--- src/rtl/seg7_scan_ctrl_if.sv ---
`default_nettype none
// ============================================================================
// Module   : seg7_scan_ctrl_if
// Brief    : Value/strobe inputs and display outputs of the 7-segment scanner.
// Revision : 1.0
// ============================================================================
interface seg7_scan_ctrl_if #(
    parameter int DATA_W     = 8,
    parameter int NUM_DIGITS = 4
);
    logic [DATA_W-1:0]     data;
    logic                  data_valid;
    logic                  is_signed;
    logic                  display_mode;
    logic                  busy;
    logic                  overflow;
    logic [6:0]            seg;
    logic [NUM_DIGITS-1:0] an;

    modport master (
        output data, data_valid, is_signed, display_mode,
        input  busy, overflow, seg, an
    );

    modport slave (
        input  data, data_valid, is_signed, display_mode,
        output busy, overflow, seg, an
    );
endinterface
`default_nettype wire

--- src/rtl/seg7_scan_ctrl.sv ---
`default_nettype none
// ============================================================================
// Module   : seg7_scan_ctrl
// Brief    : Signed/unsigned value to multiplexed 7-segment display, decimal
//            (iterative double-dabble) or hex; SEG7_LZ_BLANK_EN blanks zeros.
// Revision : 1.0
// ============================================================================
module seg7_scan_ctrl #(
    parameter int DATA_W       = 8,
    parameter int NUM_DIGITS   = 4,
    parameter int REFRESH_BITS = 18
) (
    input  logic            clk,
    input  logic            rst_n,
    seg7_scan_ctrl_if.slave bus
);

    localparam int c_BCD_W = 4 * NUM_DIGITS;
    localparam int c_NIB   = (DATA_W + 3) / 4;
    localparam int c_HEX_W = 4 * ((c_NIB > NUM_DIGITS) ? c_NIB : NUM_DIGITS);
    localparam int c_CNT_W = $clog2(DATA_W);
    localparam int c_IDX_W = $clog2(NUM_DIGITS);
    localparam logic [6:0] c_BLANK = 7'h7F;
    localparam logic [6:0] c_DASH  = 7'b0111111;

    typedef enum logic [1:0] {
        S_IDLE   = 2'd0,
        S_CONV   = 2'd1,
        S_COMMIT = 2'd2
    } state_t;

    state_t                          r_state, w_state_next;
    logic                            w_capture, w_commit;
    logic                            r_mode, r_sign, r_ovf_pend, r_overflow;
    logic [DATA_W-1:0]               r_mag;
    logic [c_BCD_W-1:0]              r_bcd, w_bcd_adj;
    logic [c_CNT_W-1:0]              r_cnt;
    logic                            w_in_neg;
    logic [c_HEX_W-1:0]              w_hex_ext;
    logic                            w_hex_hi_nz;
    logic [NUM_DIGITS-1:0][3:0]      w_digit;
    logic                            w_ovf;
    logic [NUM_DIGITS-1:0][6:0]      r_buf, w_buf_new, w_buf_next;
    logic [REFRESH_BITS-1:0]         r_dwell;
    logic [c_IDX_W-1:0]              r_idx, w_idx_next;
    logic [NUM_DIGITS-1:0]           r_an;
    logic [6:0]                      r_seg;

    function automatic logic [6:0] f_glyph(input logic [3:0] d);
        case (d)
            4'h0: f_glyph = 7'h40;  4'h1: f_glyph = 7'h79;
            4'h2: f_glyph = 7'h24;  4'h3: f_glyph = 7'h30;
            4'h4: f_glyph = 7'h19;  4'h5: f_glyph = 7'h12;
            4'h6: f_glyph = 7'h02;  4'h7: f_glyph = 7'h78;
            4'h8: f_glyph = 7'h00;  4'h9: f_glyph = 7'h10;
            4'hA: f_glyph = 7'h08;  4'hB: f_glyph = 7'h03;
            4'hC: f_glyph = 7'h46;  4'hD: f_glyph = 7'h21;
            4'hE: f_glyph = 7'h06;  default: f_glyph = 7'h0E;
        endcase
    endfunction

    // ---------------- control FSM ----------------
    always_ff @(posedge clk or negedge rst_n) begin
        if (!rst_n) r_state <= S_IDLE;
        else        r_state <= w_state_next;
    end

    always_comb begin
        w_state_next = r_state;
        w_capture    = 1'b0;
        w_commit     = 1'b0;
        case (r_state)
            S_IDLE: begin
                if (bus.data_valid) begin
                    w_capture    = 1'b1;
                    w_state_next = bus.display_mode ? S_COMMIT : S_CONV;
                end
            end
            S_CONV: begin
                if (r_cnt == c_CNT_W'(DATA_W - 1)) w_state_next = S_COMMIT;
            end
            S_COMMIT: begin
                w_commit     = 1'b1;
                w_state_next = S_IDLE;
            end
            default: w_state_next = S_IDLE;
        endcase
    end

    // ---------------- conversion datapath ----------------
    assign w_in_neg = bus.is_signed & bus.data[DATA_W-1];

    always_comb begin
        w_bcd_adj = r_bcd;
        for (int i = 0; i < NUM_DIGITS; i++) begin
            if (r_bcd[4*i +: 4] >= 4'd5) w_bcd_adj[4*i +: 4] = r_bcd[4*i +: 4] + 4'd3;
        end
    end

    always_ff @(posedge clk or negedge rst_n) begin
        if (!rst_n) begin
            r_mode     <= 1'b0;
            r_sign     <= 1'b0;
            r_mag      <= '0;
            r_bcd      <= '0;
            r_ovf_pend <= 1'b0;
            r_cnt      <= '0;
            r_overflow <= 1'b0;
        end else begin
            if (w_capture) begin
                r_mode     <= bus.display_mode;
                r_sign     <= w_in_neg;
                r_mag      <= w_in_neg ? -bus.data : bus.data;
                r_bcd      <= '0;
                r_ovf_pend <= 1'b0;
                r_cnt      <= '0;
            end else if (r_state == S_CONV) begin
                r_bcd <= {w_bcd_adj[c_BCD_W-2:0], r_mag[DATA_W-1]};
                r_mag <= {r_mag[DATA_W-2:0], 1'b0};
                r_cnt <= r_cnt + 1'b1;
                if (w_bcd_adj[c_BCD_W-1]) r_ovf_pend <= 1'b1;
            end
            if (w_commit) r_overflow <= w_ovf;
        end
    end

    // ---------------- commit: digit selection, overflow, glyphs ----------------
    // r_mag is left intact in hex mode; in decimal mode it has been shifted out.
    assign w_hex_ext = c_HEX_W'(r_mag);

    generate
        if (c_HEX_W > c_BCD_W) begin : g_hex_hi
            assign w_hex_hi_nz = |w_hex_ext[c_HEX_W-1:c_BCD_W];
        end else begin : g_hex_fits
            assign w_hex_hi_nz = 1'b0;
        end
    endgenerate

    always_comb begin
        for (int i = 0; i < NUM_DIGITS; i++) begin
            w_digit[i] = r_mode ? w_hex_ext[4*i +: 4] : r_bcd[4*i +: 4];
        end
    end

    assign w_ovf = r_ovf_pend | (r_mode & w_hex_hi_nz)
                 | (r_sign & (w_digit[NUM_DIGITS-1] != 4'd0));

`ifdef SEG7_LZ_BLANK_EN
    logic [3:0] w_msd;

    always_comb begin
        w_msd = 4'd0;
        for (int i = 0; i < NUM_DIGITS; i++) begin
            if (w_digit[i] != 4'd0) w_msd = 4'(i);
        end
    end

    always_comb begin
        for (int i = 0; i < NUM_DIGITS; i++) begin
            if (w_ovf)                  w_buf_new[i] = c_DASH;
            else if (4'(i) <= w_msd)    w_buf_new[i] = f_glyph(w_digit[i]);
            else if (r_sign && (4'(i) == w_msd + 4'd1)) w_buf_new[i] = c_DASH;
            else                        w_buf_new[i] = c_BLANK;
        end
    end
`else
    always_comb begin
        for (int i = 0; i < NUM_DIGITS; i++) begin
            if (w_ovf || (r_sign && (i == NUM_DIGITS - 1))) w_buf_new[i] = c_DASH;
            else                                            w_buf_new[i] = f_glyph(w_digit[i]);
        end
    end
`endif

    always_comb begin
        w_buf_next = w_commit ? w_buf_new : r_buf;
    end

    // ---------------- scan ----------------
    // an and seg both derive from the post-edge index and buffer so they never disagree.
    always_comb begin
        w_idx_next = r_idx;
        if (&r_dwell) begin
            w_idx_next = (r_idx == c_IDX_W'(NUM_DIGITS - 1)) ? '0 : r_idx + 1'b1;
        end
    end

    always_ff @(posedge clk or negedge rst_n) begin
        if (!rst_n) begin
            r_buf   <= {NUM_DIGITS{c_BLANK}};
            r_dwell <= '0;
            r_idx   <= '0;
            r_an    <= '1;
            r_seg   <= c_BLANK;
        end else begin
            r_buf   <= w_buf_next;
            r_dwell <= r_dwell + 1'b1;
            r_idx   <= w_idx_next;
            r_an    <= ~({{(NUM_DIGITS-1){1'b0}}, 1'b1} << w_idx_next);
            r_seg   <= w_buf_next[w_idx_next];
        end
    end

    assign bus.busy     = (r_state != S_IDLE);
    assign bus.overflow = r_overflow;
    assign bus.seg      = r_seg;
    assign bus.an       = r_an;

endmodule
`default_nettype wire

--- src/flat_wrapper.sv ---
// flat-port wrapper written by rule: the top's interface ports become plain ports
module seg7_scan_ctrl_flat 
#(
    parameter int DATA_W       = 8,
    parameter int NUM_DIGITS   = 4,
    parameter int REFRESH_BITS = 18
)
  (clk, rst_n, bus_data, bus_data_valid, bus_is_signed, bus_display_mode, bus_busy, bus_overflow, bus_seg, bus_an);
  seg7_scan_ctrl_if #(.DATA_W(DATA_W), .NUM_DIGITS(NUM_DIGITS)) bus_i ();
  input  logic clk;
  input  logic rst_n;
  input wire logic [$bits(bus_i.data)-1:0] bus_data;
  input wire logic [$bits(bus_i.data_valid)-1:0] bus_data_valid;
  input wire logic [$bits(bus_i.is_signed)-1:0] bus_is_signed;
  input wire logic [$bits(bus_i.display_mode)-1:0] bus_display_mode;
  output wire logic [$bits(bus_i.busy)-1:0] bus_busy;
  output wire logic [$bits(bus_i.overflow)-1:0] bus_overflow;
  output wire logic [$bits(bus_i.seg)-1:0] bus_seg;
  output wire logic [$bits(bus_i.an)-1:0] bus_an;
  assign bus_i.data = bus_data;
  assign bus_i.data_valid = bus_data_valid;
  assign bus_i.is_signed = bus_is_signed;
  assign bus_i.display_mode = bus_display_mode;
  assign bus_busy = bus_i.busy;
  assign bus_overflow = bus_i.overflow;
  assign bus_seg = bus_i.seg;
  assign bus_an = bus_i.an;
  seg7_scan_ctrl #(.DATA_W(DATA_W), .NUM_DIGITS(NUM_DIGITS), .REFRESH_BITS(REFRESH_BITS)) u_core (.clk(clk), .rst_n(rst_n), .bus(bus_i));
endmodule
--- config.mk ---
export PLATFORM = sky130hd
export DESIGN_NAME = seg7_scan_ctrl_flat
export DESIGN_NICKNAME = d
export VERILOG_FILES = /design/src/rtl/seg7_scan_ctrl_if.sv /design/src/rtl/seg7_scan_ctrl.sv /design/src/flat_wrapper.sv
export SDC_FILE = /design/constraint.sdc
export NUM_CORES = 1
export LEC_CHECK = 0
export CORE_MARGIN = 8
export CORE_UTILIZATION = 60
export CTS_CLUSTER_DIAMETER = 150
export DETAILED_ROUTE_END_ITERATION = 12
export GPL_ROUTABILITY_DRIVEN = 1
export PLACE_DENSITY_LB_ADDON = 0.25
export RECOVER_POWER = 50
export SLEW_MARGIN = 20
export SYNTH_ARGS = -nofsm -noshare
export SYNTH_HDL_FRONTEND = slang
export SYNTH_SLANG_ARGS = --single-unit
--- constraint.sdc ---
create_clock -name clk -period 3.8 [get_ports clk]
set_input_delay 0.38 -clock clk [delete_from_list [all_inputs] [get_ports clk]]
set_output_delay 0.38 -clock clk [all_outputs]
set_load 0.02 [all_outputs]
==> results by group <==
Critical path
  • Critical Path RT: 4.29 ns
  • CP Launch Type: input pin
  • Crit path max fanout: 58
  • Crit path capture type: asynchronous set/reset pin
  • CP max stage delay: 1.22 ns
  • Reg2reg path depth: 10
  • Reg2Reg Setup Slack: 0.96 ns
  • Slowest CP cell: clkbuf_2
  • Arrival @ worst endpoint: 3.38 ns
  • Worst flop-to-flop path startpoint: u_core.r_mode
  • Worst r2r dst: u_core.bus.seg[3]
  • Worst path cell trace: dlygate4sd3_1 -> clkbuf_1 -> clkbuf_2 -> buf_4
  • Setup CP Type: in -> async

Final layout
  • Final #Nets: 631
  • Design Area, Final: 6070 µm²
  • Seq. cell area: 2350 µm²
  • Fillers: 732
  • Multi-input gate area: 2940 µm²
  • Layout cells sized above 1: 0.142
  • Antenna cells: 0
  • Layout Area Growth over Synthesis: 9.57%

STA
  • Setup_tns: 0 ns
  • Setup Skew: 0.00783 ns
  • Final Setup Violations: 0
  • Slew @ Worst Pin: 1.48 ns
  • Hold Vio Cnt, Final: 0
  • FMAX: 345 MHz
  • RSZ-0062 raised after global routing: no
  • Slew margin rel.: 0.0165
  • Max-slew violations: 0
  • Final worst path period share: 0.762
  • Crit path time final: 2.89 ns

Min path
  • Min-delay src: u_core.r_dwell[0]
  • Hold EP: u_core.r_dwell[0]
  • Worst Hold Class: reg -> reg
  • Hold Path Stages: 1

Logic synthesis
  • Synth Area in Simple Gates: 0.142
  • Gate count of the mapped netlist: 554
  • Largest family of logic cells by synthesized area: simple AND/OR/NAND/NOR gates
  • Number of synthesized flops with an enable pin: 0
  • Register area share after synthesis: 0.424
  • Syn avg cell area: 10.0 µm²
  • Post-Synth XOR/XNOR Area: 0.0522
  • Synth cell types: 55
  • Syn_nets: 611
  • Most used flip-flop cell after synthesis: dfrtp_1
  • Post-synthesis compound-gate area fraction: 0.136
  • Yosys reg bits: 92
  • Post-synthesis mux area share: 0.103
  • Asr flop ratio synth: 1.00
  • YS warnings: 0
  • Post-Synth Adder-Cell Area: 0.0993
  • Synthesized area: 5540 µm²

Clock network
  • CTS Buffer Depth: 2
  • Num CTS Buffers: 9
  • TritonCTS clock tree: done
  • Post-CTS setup buffers: 0
  • Clock insertion delay at the later pin of the skew report: 0.36 ns
  • CTS H-Tree Depth: 3
  • Root Buffer: clkbuf_8
  • Worst-path clk slew: 0.09 ns
  • Total clock sinks: 92

Placed design
  • Number of port buffers: 25
  • RD Place Congestion: 0.835
  • Area of placed instances: 5870 µm²
  • Detail Placement HPWL: 8.09 mm

Global routing
  • GR Overflow Total: 0
  • Vias in the first global route: 3,902
  • First-pass GRT wire length: 19.3 mm
  • GRT Util Overall: 0.186
  • Initial antenna violation count: 0
  • Largest net degree at the start of global routing: 79

Drt
  • Initial DRC Count: 232
  • Routed length per instance: 16.5 µm
  • DR DRC count: 0
  • Routed WL: 11.4 mm
  • Drt via density: 5.91
  • Post-DRT Antenna Nets: 0
  • DR vias: 4,077
  • Drt first pass iters: 6

Die
  • Initial core utilization: 0.608
  • Core Rows: 35
  • Std-Cell Core Area: 9110 µm²
  • DIE AREA: 12,600 µm²
  • Die height: 112 µm
  • IO Pins: 26
  • Die span in x: 112 µm

Power
  • Clock Power Share: 0.147
  • Tot Pwr: 0.00459 W
  • Switch Pwr: 0.00191 W
  • VDD IR-drop max: 0.470 mV
  • Sequential Power Share: 0.380
  • LEAKAGE: 2.75 nW
  • Int Power: 0.00268 W
  • Switch share: 0.416
  • Logic pwr share: 0.472
  • Power Density: 757 nW/µm²

Run
  • MaxCap Viol Count: 0

Status
  • Status: complete, no violations
==> sequential cells by signal, indices dropped and copies added (netlist names) <==
signal	cells
u_core.bus.an	4
u_core.bus.overflow	1
u_core.bus.seg	7
u_core.r_bcd	16
u_core.r_buf	28
u_core.r_cnt	3
u_core.r_dwell	18
u_core.r_idx	2
u_core.r_mag	8
u_core.r_mode	1
u_core.r_ovf_pend	1
u_core.r_sign	1
u_core.r_state	2
==> cell usage in the layout, fill, tap and decap left out, types with 9 or more instances in the layout <==
| cell type | instances |
|---|---|
| inv_1 | 28 |
| dfstp_2 | 39 |
| nor3_1 | 9 |
| buf_4 | 10 |
| xnor2_1 | 21 |
| o22ai_1 | 9 |
| xor2_1 | 12 |
| mux2i_1 | 44 |
| a21oi_1 | 27 |
| nand2_1 | 47 |
| clkbuf_8 | 9 |
| nand2b_1 | 12 |
| clkdlybuf4s50_1 | 24 |
| a31oi_1 | 11 |
| nand3_1 | 24 |
| dfrtp_1 | 53 |
| o21ai_0 | 25 |
| ha_1 | 44 |
| nor2_1 | 44 |
==> worst max-delay path: cells and delay by family <==
kind / cells / cell delay (ns)
buffers and inverters: 4 / 2.97
==> power groups by stage <==
stage                     Combinational [W]  Sequential, W  Clock [W]
after floorplan                     0.00169        0.00164          0
after global placement              0.00209        0.00174          0
after detailed placement            0.00216        0.00176          0
after CTS                           0.00217        0.00174   0.000687
after global routing                0.00243        0.00180   0.000724
final                               0.00217        0.00175   0.000678
==> timing repair <==
action                    4_1_cts  5_1_grt
hold endpoints to repair        0       16
hold buffers                    0        1
resized for setup               0        0
==> cell type report <==
type                            count  area share
Clock buffer                       10      0.0210
Timing Repair Buffer               37      0.0550
Clock inverter                      6      0.0117
Inverter                           29      0.0179
Tap cell                          111      0.0229
Sequential cell                    92       0.387
Multi-Input combinational cell    405       0.484
==> through the flow <==
step                hold slack [ns]  worst slack, ns  instances   util
finish                        0.478            0.906        690  0.667
global route                  0.484            0.473        690  0.667
CTS                           0.199            0.961        688  0.667
detailed placement            0.460             1.00        672  0.645
global placement              0.455             1.11        672  0.645
floorplan                    0.0844             1.26        554      -
==> cell usage after synthesis (all sizes together), types with 2 or more instances <==
master	number	area, µm²
dfrtp	53	1330
mux2i	47	490
nand2	47	176
ha	44	551
nor2	44	165
dfstp	39	1020
inv	29	109
a21oi	27	135
o21ai	25	125
nand3	24	133
xnor2	21	184
buf	15	80.1
clkbuf	13	48.8
nand2b	12	75.1
xor2	12	105
a31oi	11	68.8
nor3	9	45.0
o22ai	9	56.3
o22a	7	61.3
and3	6	38.8
o31ai	6	45.0
a211oi	5	37.5
or3b	5	43.8
a32o	4	40.0
o211ai	4	30.0
a22o	3	26.3
mux2	3	33.8
nor2b	3	18.8
o32ai	3	26.3
a2111oi	2	17.5
mux4	2	45.0
nor3b	2	15.0
nor4bb	2	20.0
o21bai	2	15.0
o32a	2	20.0
==> metal layers <==
layer / routed length (µm) / global-route usage
met2: 5320 / 0.287
met1: 5480 / 0.262
met3: 428 / 0.0344
met4: 128 / 0.0468
met5: 0 / 0
==> logic make-up (layout without fill, tap and decap cells) <==
kind of cell | after synthesis | in the layout
fa+ha+maj | 44 | 44
flops | 92 | 92
xor+xnor | 33 | 33
compound gates | 116 | 116
buf+inv | 57 | 82
mux | 52 | 52
simple gates | 160 | 160
==> worst max path at each step <==
stage                  startpoint           endpoint  slack, ns  depth (start not counted)
global placement    u_core.r_mode  u_core.bus.seg[3]       1.11                          7
detailed placement  u_core.r_mode  u_core.bus.seg[3]       1.00                          7
floorplan           u_core.r_mode  u_core.bus.seg[3]       1.26                         12
finish                      rst_n  u_core.bus.seg[5]       0.91                          4
CTS                 u_core.r_mode  u_core.bus.seg[3]       0.96                          7
global route                rst_n  u_core.bus.seg[5]       0.47                          4
Note: power is estimated with default switching activity, not from simulation.
